[config.mk]
export PLATFORM = sky130hd
export DESIGN_NAME = frame_sync_ctrl
export DESIGN_NICKNAME = d
export VERILOG_FILES = /design/src/rtl/frame_sync_ctrl_pkg.sv /design/src/rtl/frame_sync_ctrl.sv
export SDC_FILE = /design/constraint.sdc
export NUM_CORES = 1
export LEC_CHECK = 0
export ABC_CLOCK_PERIOD_IN_PS = 4870
export CELL_PAD_IN_SITES_DETAIL_PLACEMENT = 0
export CELL_PAD_IN_SITES_GLOBAL_PLACEMENT = 1
export CORE_MARGIN = 2
export CORE_UTILIZATION = 53
export DETAILED_ROUTE_END_ITERATION = 10
export DONT_BUFFER_PORTS = 1
export GPL_ROUTABILITY_DRIVEN = 0
export PLACE_DENSITY_LB_ADDON = 0.3
export SYNTH_ARGS = -nofsm -noshare
export SYNTH_HDL_FRONTEND = slang
export SYNTH_SLANG_ARGS = --single-unit
[constraint.sdc]
create_clock -name clock -period 4.87 [get_ports clock]
set_input_delay 0.974 -clock clock [delete_from_list [all_inputs] [get_ports clock]]
set_output_delay 0.974 -clock clock [all_outputs]
set_load 0.05 [all_outputs]
[src/rtl/frame_sync_ctrl_pkg.sv]
// Shared types and defaults for the frame-buffer start-up/resync sequencer.
// The state encoding is fixed because it is exported on the state port.
package frame_sync_ctrl_pkg;

  typedef enum logic [1:0] {
    ST_IDLE   = 2'd0,
    ST_SETTLE = 2'd1,
    ST_ALIGN  = 2'd2,
    ST_RUN    = 2'd3
  } fs_state_t;

  localparam int DEF_SETTLE_FRAMES  = 2;
  localparam int DEF_START_LINE     = 20;
  localparam int DEF_TIMEOUT_CYCLES = 1048575;
  localparam int DEF_TIMEOUT_BITS   = 20;

  // Wide enough for the full legal parameter ranges (1..15 frames, 1..4095 lines)
  localparam int FRAME_CNT_BITS = 4;
  localparam int LINE_CNT_BITS  = 12;

  localparam logic [7:0] RESYNC_MAX = 8'hFF;

  function automatic logic [7:0] sat_inc8(input logic [7:0] v);
    return (v == RESYNC_MAX) ? v : v + 8'd1;
  endfunction

endpackage

[src/rtl/frame_sync_ctrl.sv]
// Start-up and resynchronisation sequencer: releases the frame-buffer read side a
// fixed number of input lines behind the writer and restarts on loss of input.
//
// state  | meaning
// IDLE   | waiting for the first input frame_start
// SETTLE | counting complete input frames before aligning
// ALIGN  | counting input lines after a frame start
// RUN    | reading released; output unblanked from the next frame_start
module frame_sync_ctrl
  import frame_sync_ctrl_pkg::*;
#(
  parameter int SETTLE_FRAMES  = DEF_SETTLE_FRAMES,
  parameter int START_LINE     = DEF_START_LINE,
  parameter int TIMEOUT_CYCLES = DEF_TIMEOUT_CYCLES,
  parameter int TIMEOUT_BITS   = DEF_TIMEOUT_BITS
) (
  input  logic       clock,
  input  logic       reset,
  input  logic       frame_start,
  input  logic       line_start,
  input  logic       line_doubler,
  input  logic       add_line,
  input  logic       force_resync,
  output logic       starttrigger,
  output logic       video_enable,
  output logic [1:0] state,
  output logic [7:0] resync_count
);

  localparam logic [FRAME_CNT_BITS-1:0] FRAME_TARGET = FRAME_CNT_BITS'(SETTLE_FRAMES);
  localparam logic [LINE_CNT_BITS-1:0]  LINE_TARGET  = LINE_CNT_BITS'(START_LINE);
  localparam logic [TIMEOUT_BITS-1:0]   WD_LAST      = TIMEOUT_BITS'(TIMEOUT_CYCLES - 1);
  localparam logic [TIMEOUT_BITS-1:0]   WD_MAX       = TIMEOUT_BITS'(TIMEOUT_CYCLES);

  fs_state_t                 state_q, state_d;
  logic [FRAME_CNT_BITS-1:0] frame_cnt_q, frame_cnt_d, frame_nxt;
  logic [LINE_CNT_BITS-1:0]  line_cnt_q, line_cnt_d, line_nxt;
  logic [TIMEOUT_BITS-1:0]   wd_q, wd_d;
  logic                      snap_ld_q, snap_ld_d;
  logic                      snap_al_q, snap_al_d;
  logic                      ve_q, ve_d;
  logic [7:0]                rc_q, rc_d;

  logic active, mode_chg, timeout;

  assign frame_nxt = frame_cnt_q + FRAME_CNT_BITS'(1);
  assign line_nxt  = line_cnt_q + LINE_CNT_BITS'(1);

  assign active   = (state_q != ST_IDLE);
  assign mode_chg = active && ((line_doubler != snap_ld_q) || (add_line != snap_al_q));
  assign timeout  = active && (wd_q == WD_LAST) && !frame_start;

  always_ff @(posedge clock or posedge reset) begin
    if (reset) begin
      state_q     <= ST_IDLE;
      frame_cnt_q <= '0;
      line_cnt_q  <= '0;
      wd_q        <= '0;
      snap_ld_q   <= 1'b0;
      snap_al_q   <= 1'b0;
      ve_q        <= 1'b0;
      rc_q        <= '0;
    end else begin
      state_q     <= state_d;
      frame_cnt_q <= frame_cnt_d;
      line_cnt_q  <= line_cnt_d;
      wd_q        <= wd_d;
      snap_ld_q   <= snap_ld_d;
      snap_al_q   <= snap_al_d;
      ve_q        <= ve_d;
      rc_q        <= rc_d;
    end
  end

  always_comb begin
    state_d     = state_q;
    frame_cnt_d = frame_cnt_q;
    line_cnt_d  = line_cnt_q;
    snap_ld_d   = snap_ld_q;
    snap_al_d   = snap_al_q;
    ve_d        = ve_q;
    rc_d        = rc_q;
    wd_d        = wd_q;

    // Aborts outrank the per-state events; priority order is fixed here.
    if (active && force_resync) begin
      state_d = ST_IDLE;
    end else if (mode_chg) begin
      state_d     = ST_SETTLE;
      frame_cnt_d = '0;
      snap_ld_d   = line_doubler;
      snap_al_d   = add_line;
    end else if (timeout) begin
      state_d = ST_IDLE;
    end else begin
      unique case (state_q)
        ST_IDLE: begin
          if (frame_start) begin
            state_d     = ST_SETTLE;
            frame_cnt_d = '0;
            snap_ld_d   = line_doubler;
            snap_al_d   = add_line;
          end
        end
        ST_SETTLE: begin
          if (frame_start) begin
            frame_cnt_d = frame_nxt;
            if (frame_nxt == FRAME_TARGET) begin
              state_d    = ST_ALIGN;
              line_cnt_d = '0;
            end
          end
        end
        ST_ALIGN: begin
          // A new frame restarts alignment and swallows a coincident line pulse
          if (frame_start) begin
            line_cnt_d = '0;
          end else if (line_start) begin
            line_cnt_d = line_nxt;
            if (line_nxt == LINE_TARGET) state_d = ST_RUN;
          end
        end
        ST_RUN: begin
          if (frame_start) ve_d = 1'b1;
        end
        default: state_d = ST_IDLE;
      endcase
    end

    if (state_d != ST_RUN) ve_d = 1'b0;
    if ((state_q == ST_RUN) && (state_d != ST_RUN)) rc_d = sat_inc8(rc_q);

    if ((state_d == ST_IDLE) || frame_start) begin
      wd_d = '0;
    end else if (wd_q != WD_MAX) begin
      wd_d = wd_q + TIMEOUT_BITS'(1);
    end
  end

  assign starttrigger = (state_q == ST_RUN);
  assign video_enable = ve_q;
  assign state        = state_q;
  assign resync_count = rc_q;

endmodule

==> metrics <==
RR Endpoint wd_q[7]$_DFFE_PP0P_; Synth async-reset ratio 100%; remaining antenna violation count 0; Routed WL 5530 um; Post-synth top flop dfrtp_1; Max VDD drop 242 uV; Wirelength per Cell about 15 um; H-tree levels 2; synthesized area between 0.002 and 0.003 sq mm; critical path class flip-flop to flip-flop; total track usage approximately 20%; fin util between 50 and 60%; TritonCTS clock tree built; f_max 0.355 GHz; number of cells on the worst reg-to-reg path 6; hpwl dp 3860 um; xor/xnor share of the synthesized area 9.48%; sequential share of the synthesized area 44.2%; Initial Utilization between 50 and 60%; Yosys reg bits around 50; drt drc 0; Synth cell types 48; crit path time final 2.82 ns; Chip Width 76.3 um; starting DRC count in detailed routing 109; worst min-delay path class flip-flop to flip-flop; reg2reg start state[0]$_DFF_PP0_; Mapped Cells 294; Die ar. 0.00583 sq mm; P per Cell Area 371 mW/mm^2; final-report max-slew violation count 0; syn_nets 307; Clock Skew 0.00660 ns; largest net degree at the start of global routing 50; die boundary height 76.3 um; Reg2Reg Setup Slack 2.05 ns; CP Data Required Time roughly 5 ns; Synth top area share ~44%; RSZ-0062 raised after global routing no; Synth area leader dfrtp_1; Post-synth EDFFs 0; TritonCTS buffer count 5; Std-Cell Rows 26; endpoints failing hold 0; CTS clk-pin slew, worst paths 0.09 ns; post-synthesis mux area share 0.406%; area share of fa/ha/maj cells after synthesis 2.71%; first-pass GRT wire length between 9000 and 10000 um; MaxCap Viol Count 0; final net count 306; gr ovfl total 0; fin crit share ~58%; CTS Root Cell clkbuf_8; Setup crit end kind flip-flop; Area Overhead vs Synth 5.64%; layout cell share with drive strength beyond 1 8.84%; synth warn 0; vias in the first global route 2064; largest family of logic cells by synthesized area simple AND/OR/NAND/NOR gates; diode count 0; worst slew pin tran 1.02 ns; # setup viols final 0; latest clock arrival within the worst-skew pair 0.30 ns; hold_buf cts 0; leakage power between 1 and 1.5 nW; Vias 2100; worst hold start frame_cnt_q[3]$_DFFE_PP0P_; Synth area leaders dfrtp_1 (44%), xnor2_1 (5.1%), nor2_1 (4.9%), xor2_1 (4.4%), nand2_1 (4.3%); Core ar. roughly 0.0051 sq mm; Setup Buffers After CTS 0; CTS max path bufs 2; Worst EP arrival 2.97 ns; worst hold path depth 2; Boundary Pins 19; Hold EP frame_cnt_q[3]$_DFFE_PP0P_; Setup TNS 0 ns; Vias/cell 5.77; quantity of gates resized following cts 0; initial antenna violation count 0; IO Port Bufs 0; Simple-Gate Fraction of Synth Area 27.7%; Sink Count 49; CP max FO 20; Compound-Gate Fraction of Synth Area 12.9%; CP startpoint kind flip-flop; first drt pass iteration count 4; max_slew headroom 32.0%; status completed; mean post-synth cell area 9.43 sq um
power breakdown:
group / total (mW) / switching [mW] / internal [mW]
registers: 0.557 / 0.114 / 0.443
logic: 0.225 / 0.143 / 0.0826
clock network: 0.304 / 0.137 / 0.167
worst max-delay path, stage by stage (launching register included):
cell and delay, ns:
dfrtp_1 0.89, nor2_1 0.24, and4bb_2 0.40, a31oi_4 0.11, o2bb2ai_1 0.19, o21ai_2 0.69, nor2_1 0.13
worst max path at each step:
stage                        from  depth (start not counted)              endpoint  slack (ns)
6_report       state[0]$_DFF_PP0_                          6   wd_q[7]$_DFFE_PP0P_        2.05
5_1_grt        state[0]$_DFF_PP0_                          6  wd_q[10]$_DFFE_PP0P_        1.90
4_1_cts        state[0]$_DFF_PP0_                          6  wd_q[10]$_DFFE_PP0P_        2.02
3_5_place_dp             add_line                          6   wd_q[7]$_DFFE_PP0P_        1.93
3_3_place_gp         line_doubler                          6  wd_q[11]$_DFFE_PP0P_        2.08
2_1_floorplan         frame_start                          7   wd_q[2]$_DFFE_PP0P_        2.44
cells by family (layout without fill, tap and decap cells):
group	Yosys count	in the layout
AND/OR/NAND/NOR	144	144
multiplexers	1	1
buffers and inverters	14	14
AO/OA/AOI/OAI	50	50
adder cells (fa/ha/maj)	6	6
XOR/XNOR	30	30
flip-flops	49	49
sequential cells by signal, indices dropped and copies added (netlist names):
register      flops
wd_q             20
line_cnt_q       12
resync_count      8
frame_cnt_q       4
state             2
snap_al_q         1
snap_ld_q         1
video_enable      1
cell usage in the layout (no fill, tap or decap), types with 2 or more instances in the layout:
master | Yosys | final
inv_1 | 6 | 5
nand3_1 | 22 | 22
nor3_1 | 5 | 5
and2_1 | 2 | 2
and4_1 | 7 | 7
nand2b_1 | 4 | 4
o21ai_2 | 2 | 2
o31ai_1 | 7 | 7
a31oi_1 | 5 | 5
or4_1 | 2 | 2
nor2_1 | 36 | 36
or2_2 | 2 | 2
a21oi_1 | 5 | 5
xor2_1 | 14 | 14
o21ai_0 | 19 | 19
nor2b_1 | 2 | 2
clkbuf_8 | 0 | 6
nand2_1 | 32 | 32
dfrtp_1 | 49 | 49
nand4_1 | 10 | 10
ha_1 | 6 | 6
and3_1 | 4 | 4
nor3b_1 | 2 | 2
nor4_1 | 2 | 2
a41oi_1 | 2 | 2
xnor2_1 | 16 | 16
nor3_2 | 3 | 3
o41ai_1 | 2 | 2
o21a_1 | 2 | 2
synthesized netlist by cell type (3+ instances only):
cell      number
ha_1           6
nor3_1         5
and3_1         4
xor2_1        14
clkbuf_1       3
and4_1         7
nor2_1        36
xnor2_1       16
inv_1          6
a31oi_1        5
o31ai_1        7
nand2_1       32
nand2b_1       4
nor3_2         3
nand4_1       10
a21oi_1        5
nand3_1       22
dfrtp_1       49
o21ai_0       19
through the flow:
stage          instances  cell area, sq um  setup WS (ns)  power, mW  hold slack (ns)
6_report             364              2930           2.05       1.09            0.520
5_1_grt              364              2930           1.90       1.16            0.548
4_1_cts              364              2930           2.02       1.10            0.523
3_5_place_dp         356              2810           1.93      0.791            0.502
3_3_place_gp         356              2810           2.08      0.785            0.486
2_1_floorplan        294              2770           2.44      0.749            0.470
per-layer routing:
layer	global-route usage, %	wire, um
met4	5.45	39
met5	0	0
met2	33.8	2700
met3	4.03	144
met1	26.6	2640
cell type report:
cell class,count,area (sq um)
multi-input cells,231,1470
flip-flops and latches,49,1230
inverters,6,22.5
well taps,70,87.6
fillers,463,2150
clock inverters,2,37.5
clock buffers,6,82.6
No activity file was read; power rests on OpenSTA's default activity.
